### config.mk
export PLATFORM = sky130hd
export DESIGN_NAME = ssd_scan_ctrl
export DESIGN_NICKNAME = d
export VERILOG_FILES = /design/src/rtl/display_pkg.sv /design/src/rtl/refresh_ticker.sv /design/src/rtl/ssd_scan_ctrl.sv
export SDC_FILE = /design/constraint.sdc
export NUM_CORES = 1
export LEC_CHECK = 0
export BUFFER_PORTS_ARGS = -buffer_cell sky130_fd_sc_hd__buf_2
export CORE_ASPECT_RATIO = 1.5
export CORE_MARGIN = 1.5
export CORE_UTILIZATION = 52
export DETAILED_ROUTE_END_ITERATION = 10
export MAX_ROUTING_LAYER = met4
export PLACE_DENSITY = 0.76
export REMOVE_ABC_BUFFERS = 1
export SKIP_CTS_REPAIR_TIMING = 1
export SYNTH_ARGS = -nofsm -noshare
export SYNTH_HDL_FRONTEND = slang
export SYNTH_SLANG_ARGS = --single-unit
### constraint.sdc
create_clock -name clk -period 2.3 [get_ports clk]
set_input_delay 0 -clock clk [delete_from_list [all_inputs] [get_ports clk]]
set_output_delay 0 -clock clk [all_outputs]
set_load 0.03 [all_outputs]
### src/rtl/display_pkg.sv
// Shared types and constants for the seven-segment scan path.
package display_pkg;

  typedef enum logic [1:0] {IDLE, FETCH, SCAN} state_e;

  localparam logic [3:0] AN_OFF     = 4'b1111;
  localparam int         NUM_DIGITS = 4;

  // A digit is hidden when it and every higher nibble of the shown half are zero.
  function automatic logic lz_hide(input logic [15:0] half, input logic [1:0] d,
                                   input logic lz);
    logic [15:0] hi;
    hi = half >> {d, 2'b00};
    return lz && (d != 2'd0) && (hi == 16'h0000);
  endfunction

endpackage

### src/rtl/refresh_ticker.sv
// Prescaler: counts 0..DIV-1 while enabled, pulses tc_o on the last count.
module refresh_ticker #(
  parameter int DIV = 200000,
  localparam int CW = (DIV > 1) ? $clog2(DIV) : 1
) (
  input  logic          clk,
  input  logic          rst_n,
  input  logic          clr_i,
  input  logic          en_i,
  output logic [CW-1:0] cnt_o,
  output logic          tc_o
);

  localparam logic [CW-1:0] LAST = CW'(DIV - 1);

  logic [CW-1:0] cnt_q;

  assign cnt_o = cnt_q;
  assign tc_o  = en_i && !clr_i && (cnt_q == LAST);

  always_ff @(posedge clk or negedge rst_n) begin
    if (!rst_n)      cnt_q <= '0;
    else if (clr_i)  cnt_q <= '0;
    else if (en_i)   cnt_q <= tc_o ? '0 : cnt_q + 1'b1;
  end

endmodule

### src/rtl/ssd_scan_ctrl.sv
// Frame sequencer: fetch a snapshot, then scan its four nibbles onto the anodes.
module ssd_scan_ctrl
  import display_pkg::*;
#(
  parameter int REFRESH_DIV   = 200000,
  parameter int FETCH_TIMEOUT = 16,
  parameter int WIDTH         = 32
) (
  input  logic             clk,
  input  logic             reset_n,
  input  logic             enable,
  input  logic             page,
  input  logic             lz_blank,
  output logic             fetch_req,
  input  logic             fetch_ack,
  input  logic [WIDTH-1:0] fetch_data,
  output logic [3:0]       disp_num,
  output logic [3:0]       an,
  output logic [1:0]       digit_idx,
  output logic             stale,
  output logic             frame_done
);

  localparam int CW = (REFRESH_DIV > 1) ? $clog2(REFRESH_DIV) : 1;
  localparam int TW = (FETCH_TIMEOUT > 1) ? $clog2(FETCH_TIMEOUT) : 1;
  localparam logic [TW-1:0] TO_LAST = TW'(FETCH_TIMEOUT - 1);

  state_e        state_q, state_d;
  logic [31:0]   snap_q, snap_d;
  logic          page_q, page_d;
  logic          lz_q, lz_d;
  logic          stale_q, stale_d;
  logic          req_q, req_d;
  logic [1:0]    digit_q, digit_d;
  logic [TW-1:0] to_q, to_d;
  logic [3:0]    an_q, an_d;
  logic [3:0]    num_q, num_d;
  logic [15:0]   half_d;
  logic          capture, tc;
  logic [CW-1:0] unused_tick;

  generate
    if (WIDTH > 32) begin : g_hi
      logic unused_hi;
      assign unused_hi = ^fetch_data[WIDTH-1:32];
    end
  endgenerate

  refresh_ticker #(.DIV(REFRESH_DIV)) u_ticker (
    .clk   (clk),
    .rst_n (reset_n),
    .clr_i ((state_q != SCAN) || !enable),
    .en_i  (state_q == SCAN),
    .cnt_o (unused_tick),
    .tc_o  (tc)
  );

  // Only a live request can be acknowledged; enable low abandons it.
  assign capture = (state_q == FETCH) && req_q && fetch_ack && enable;

  always_comb begin
    state_d = state_q;
    snap_d  = snap_q;
    page_d  = page_q;
    lz_d    = lz_q;
    stale_d = stale_q;
    digit_d = digit_q;
    to_d    = '0;
    case (state_q)
      IDLE: if (enable) state_d = FETCH;
      FETCH: begin
        to_d = to_q + 1'b1;
        if (capture) begin
          snap_d  = fetch_data[31:0];
          page_d  = page;
          lz_d    = lz_blank;
          stale_d = 1'b0;
          state_d = SCAN;
          digit_d = 2'd0;
        end else if (to_q == TO_LAST) begin
          stale_d = 1'b1;
          state_d = SCAN;
          digit_d = 2'd0;
        end
      end
      SCAN: begin
        if (tc) begin
          if (digit_q == 2'd3) state_d = FETCH;
          else                 digit_d = digit_q + 2'd1;
        end
      end
      default: state_d = IDLE;
    endcase
    if (!enable) begin
      state_d = IDLE;
      digit_d = digit_q;
      to_d    = '0;
    end
  end

  // Display registers are loaded from next-state values so they line up with digit_idx.
  always_comb begin
    req_d  = (state_d == FETCH);
    half_d = page_d ? snap_d[31:16] : snap_d[15:0];
    an_d   = AN_OFF;
    num_d  = 4'h0;
    if ((state_d == SCAN) && !lz_hide(half_d, digit_d, lz_d)) begin
      an_d  = AN_OFF & ~(4'b0001 << digit_d);
      num_d = half_d[{digit_d, 2'b00} +: 4];
    end
  end

  always_ff @(posedge clk or negedge reset_n) begin
    if (!reset_n) begin
      state_q <= IDLE;
      snap_q  <= '0;
      page_q  <= 1'b0;
      lz_q    <= 1'b0;
      stale_q <= 1'b1;
      req_q   <= 1'b0;
      digit_q <= 2'd0;
      to_q    <= '0;
      an_q    <= AN_OFF;
      num_q   <= 4'h0;
    end else begin
      state_q <= state_d;
      snap_q  <= snap_d;
      page_q  <= page_d;
      lz_q    <= lz_d;
      stale_q <= stale_d;
      req_q   <= req_d;
      digit_q <= digit_d;
      to_q    <= to_d;
      an_q    <= an_d;
      num_q   <= num_d;
    end
  end

  assign fetch_req  = req_q;
  assign an         = an_q;
  assign disp_num   = num_q;
  assign digit_idx  = digit_q;
  assign stale      = stale_q;
  assign frame_done = (state_q == SCAN) && (digit_q == 2'd3) && tc;

endmodule

==> run summary <==
First-pass DRT Iterations = 6
largest net degree at the start of global routing = 71
final setup TNS = 0 ps
startpoint types = flop
GR Overflow Total = 0
antenna violation net count after detailed routing = 0
Yosys cell types = 43
H-tree Lvls = 3
WHS = 170 ps
largest area contributor in the netlist = dfrtp_1
Leak = 2.27 nW
yosys synthesis warning count = 0
clock-pin slew on the worst setup and hold paths = 80 ps
Crit path largest cell delay = 410 ps
outcome = complete, no violations
total CTS buffers = 9
PD cells = 706 nW/um2
die width = 71.5 um
vias in the first global route = 3108
worst setup slack after layout = 17.9 ps
fin util = 0.699
crit path DAT = 2560 ps
commonest cells in the netlist = 125 x nand2_1, 65 x dfrtp_1, 25 x mux2i_1, 24 x nor2_1, 23 x a21oi_1
pre-CTS WS = -25.4 ps
FF-to-FF setup slack = 20 ps
vias per cell = 5.47
WL final = 8.90 mm
final RePlAce weighted congestion = 0.911
area grow syn2layout = 30.6%
drt wl/cell = 14.9 um
later-pin clock latency in the skew report = 350 ps
DRC viols = 0
clock buffer depth = 2
CP Max Fanout = 3
NumNets Final = 557
kind of critical path = flop to flop
post-synthesis sequential area ratio = 0.480
Primary FF master, synth = dfrtp_1
antenna violations before repair = 0
HPWL Detailed = 5.94 mm
port bufs = 50
worst-margin pin slew = 629 ps
fmax = 438 MHz
crit path capture type = flop
Final Instance Area = 4790 um2
Iteration-0 DRC Markers = 160
ratio of cells with drive above 1 in the final layout = 0.224
# setup viols final = 0
worst path cell trace = nor4b_2 > nand4_1 > buf_4 > o311ai_4 > o311a_4 > inv_4 > mux2_4 > a311o_1
core area = 6850 um2
period utilization = 0.992
detailed-route via count = 3260
Pins Over Slew Limit = 0
Async SR Flop Fraction = 1.00
Syn Inst Count = 408
Area contributors post-synth = dfrtp_1 44%, nand2_1 13%, mux2i_1 6.8%, dfstp_2 3.6%, a21oi_1 3.1%
syn_area_per_cell = 8.98 um2
clk_skew = 8.40 ps
starting density of the core = 0.535
hold crit path type = input pin to flop
diode count = 0
Rel. slew slack = 0.581
Row Count = 37
GRT Total Usage = 0.240
Ports = 51
Slowest cell on crit path = dfrtp_1
maxcap violations = 0
RSZ-0062 raised after global routing = yes
Clk Tree Root Cell = clkbuf_8
post-synthesis register bit count = 70
Peak VDD IR = 0.512 mV
Cell Area, Synth = 3660 um2
CP required = 2580 ps
Hold Vio Cnt, Final = 0
die height = 106 um
Post-synth EDFFs = 0
CTS tree = built
top cell type's share of synthesized area = 0.444
placed cell areas = 4160 um2
Tmin final = 2280 ps
DIE AREA = 7570 um2
CTS sink cnt = 70
most numerous cell in the Yosys netlist = nand2_1
wire length of the first global-routing pass = 13.8 mm
## final timing paths
kind / cells after the start / startpoint / end
hold reg to reg: 1 / to_q[0]$_DFF_PN0_ / to_q[0]$_DFF_PN0_
setup reg to reg: 8 / u_ticker.cnt_o[13]$_DFFE_PN0P_ / an[3]$_DFF_PN1_
min in group asynchronous: 3 / reset_n / to_q[2]$_DFF_PN0_
setup / recovery: 8 / u_ticker.cnt_o[13]$_DFFE_PN0P_ / an[3]$_DFF_PN1_
hold / removal: 3 / page / page_q$_DFF_PN0_
max in group asynchronous: 3 / reset_n / an[0]$_DFF_PN1_
## worst max-delay path, delay by kind of cell, from the launching register on
family	cells	cell delay, ps
AOI/OAI and AO/OA	3	770
and+or+nand+nor	2	480
DFF	1	410
muxes	1	290
buffers and inverters	2	250
## layout by cell type (no fill, tap or decap), drive strengths merged, types with 2 or more instances in the layout
cell type and n:
a211oi 14, a21oi 23, and2 5, and3 10, buf 78, bufinv 2, clkbuf 9, clkinv 2
clkinvlp 2, dfrtp 65, dfstp 5, dlygate4sd3 35, ha 6, inv 6, mux2 2, mux2i 25
nand2 125, nand2b 2, nand3 5, nand4 4, nor2 24, nor2b 14, nor3 6, nor4 6
o21ai 3, o22ai 6, or2 2, or3 4, xnor2 5, xor2 10
## kinds of logic after synthesis
group / Yosys count / synth area share
muxes: 27 / 0.0755
DFF: 70 / 0.480
xor gates and xnor gates: 15 / 0.0358
adders and majority gates: 6 / 0.0205
and+or+nand+nor: 209 / 0.256
buffers and inverters: 24 / 0.0259
AOI/OAI and AO/OA: 57 / 0.107
## report_power, final
group,switching (mW),total (mW),leakage (nW),internal (mW)
registers,0.135,1.54,0.914,1.41
clock network,0.499,1.11,0.106,0.614
logic,0.374,0.720,1.25,0.346
total,1.01,3.38,2.27,2.37
## routing by layer
metal,share of wire,wire length [um],global-route usage,vias to the layer above
met1,0.41,3610,0.271,1579
li1,-,-,-,1600
met2,0.54,4820,0.417,61
met3,0.030,266,0.0402,20
met4,0.023,208,0.0957,0
met5,0,0,-,-
## per-stage QoR
stage,cells,total power [mW]
after floorplan,389,1.97
after global placement,543,2.20
after CTS,559,3.34
final,596,3.38
after detailed placement,543,2.23
after global routing,596,3.54
## registers in the layout, summed over array words and instances, names as in the netlist, 2 cells and up
| signal | count |
|---|---|
| state_q | 2 |
| disp_num | 4 |
| snap_q | 32 |
| an | 4 |
| digit_idx | 2 |
| to_q | 4 |
| u_ticker.cnt_o | 18 |
## area by class of cell
class / count / area [um2]
Fill cell: 516 / 2070
Multi-Input combinational cell: 314 / 1850
Sequential cell: 70 / 1760
Timing Repair Buffer: 113 / 836
Clock buffer: 9 / 124
Clock inverter: 7 / 97.6
Tap cell: 78 / 97.6
Inverter: 5 / 21.3
Power figures use the tool's default switching activity.
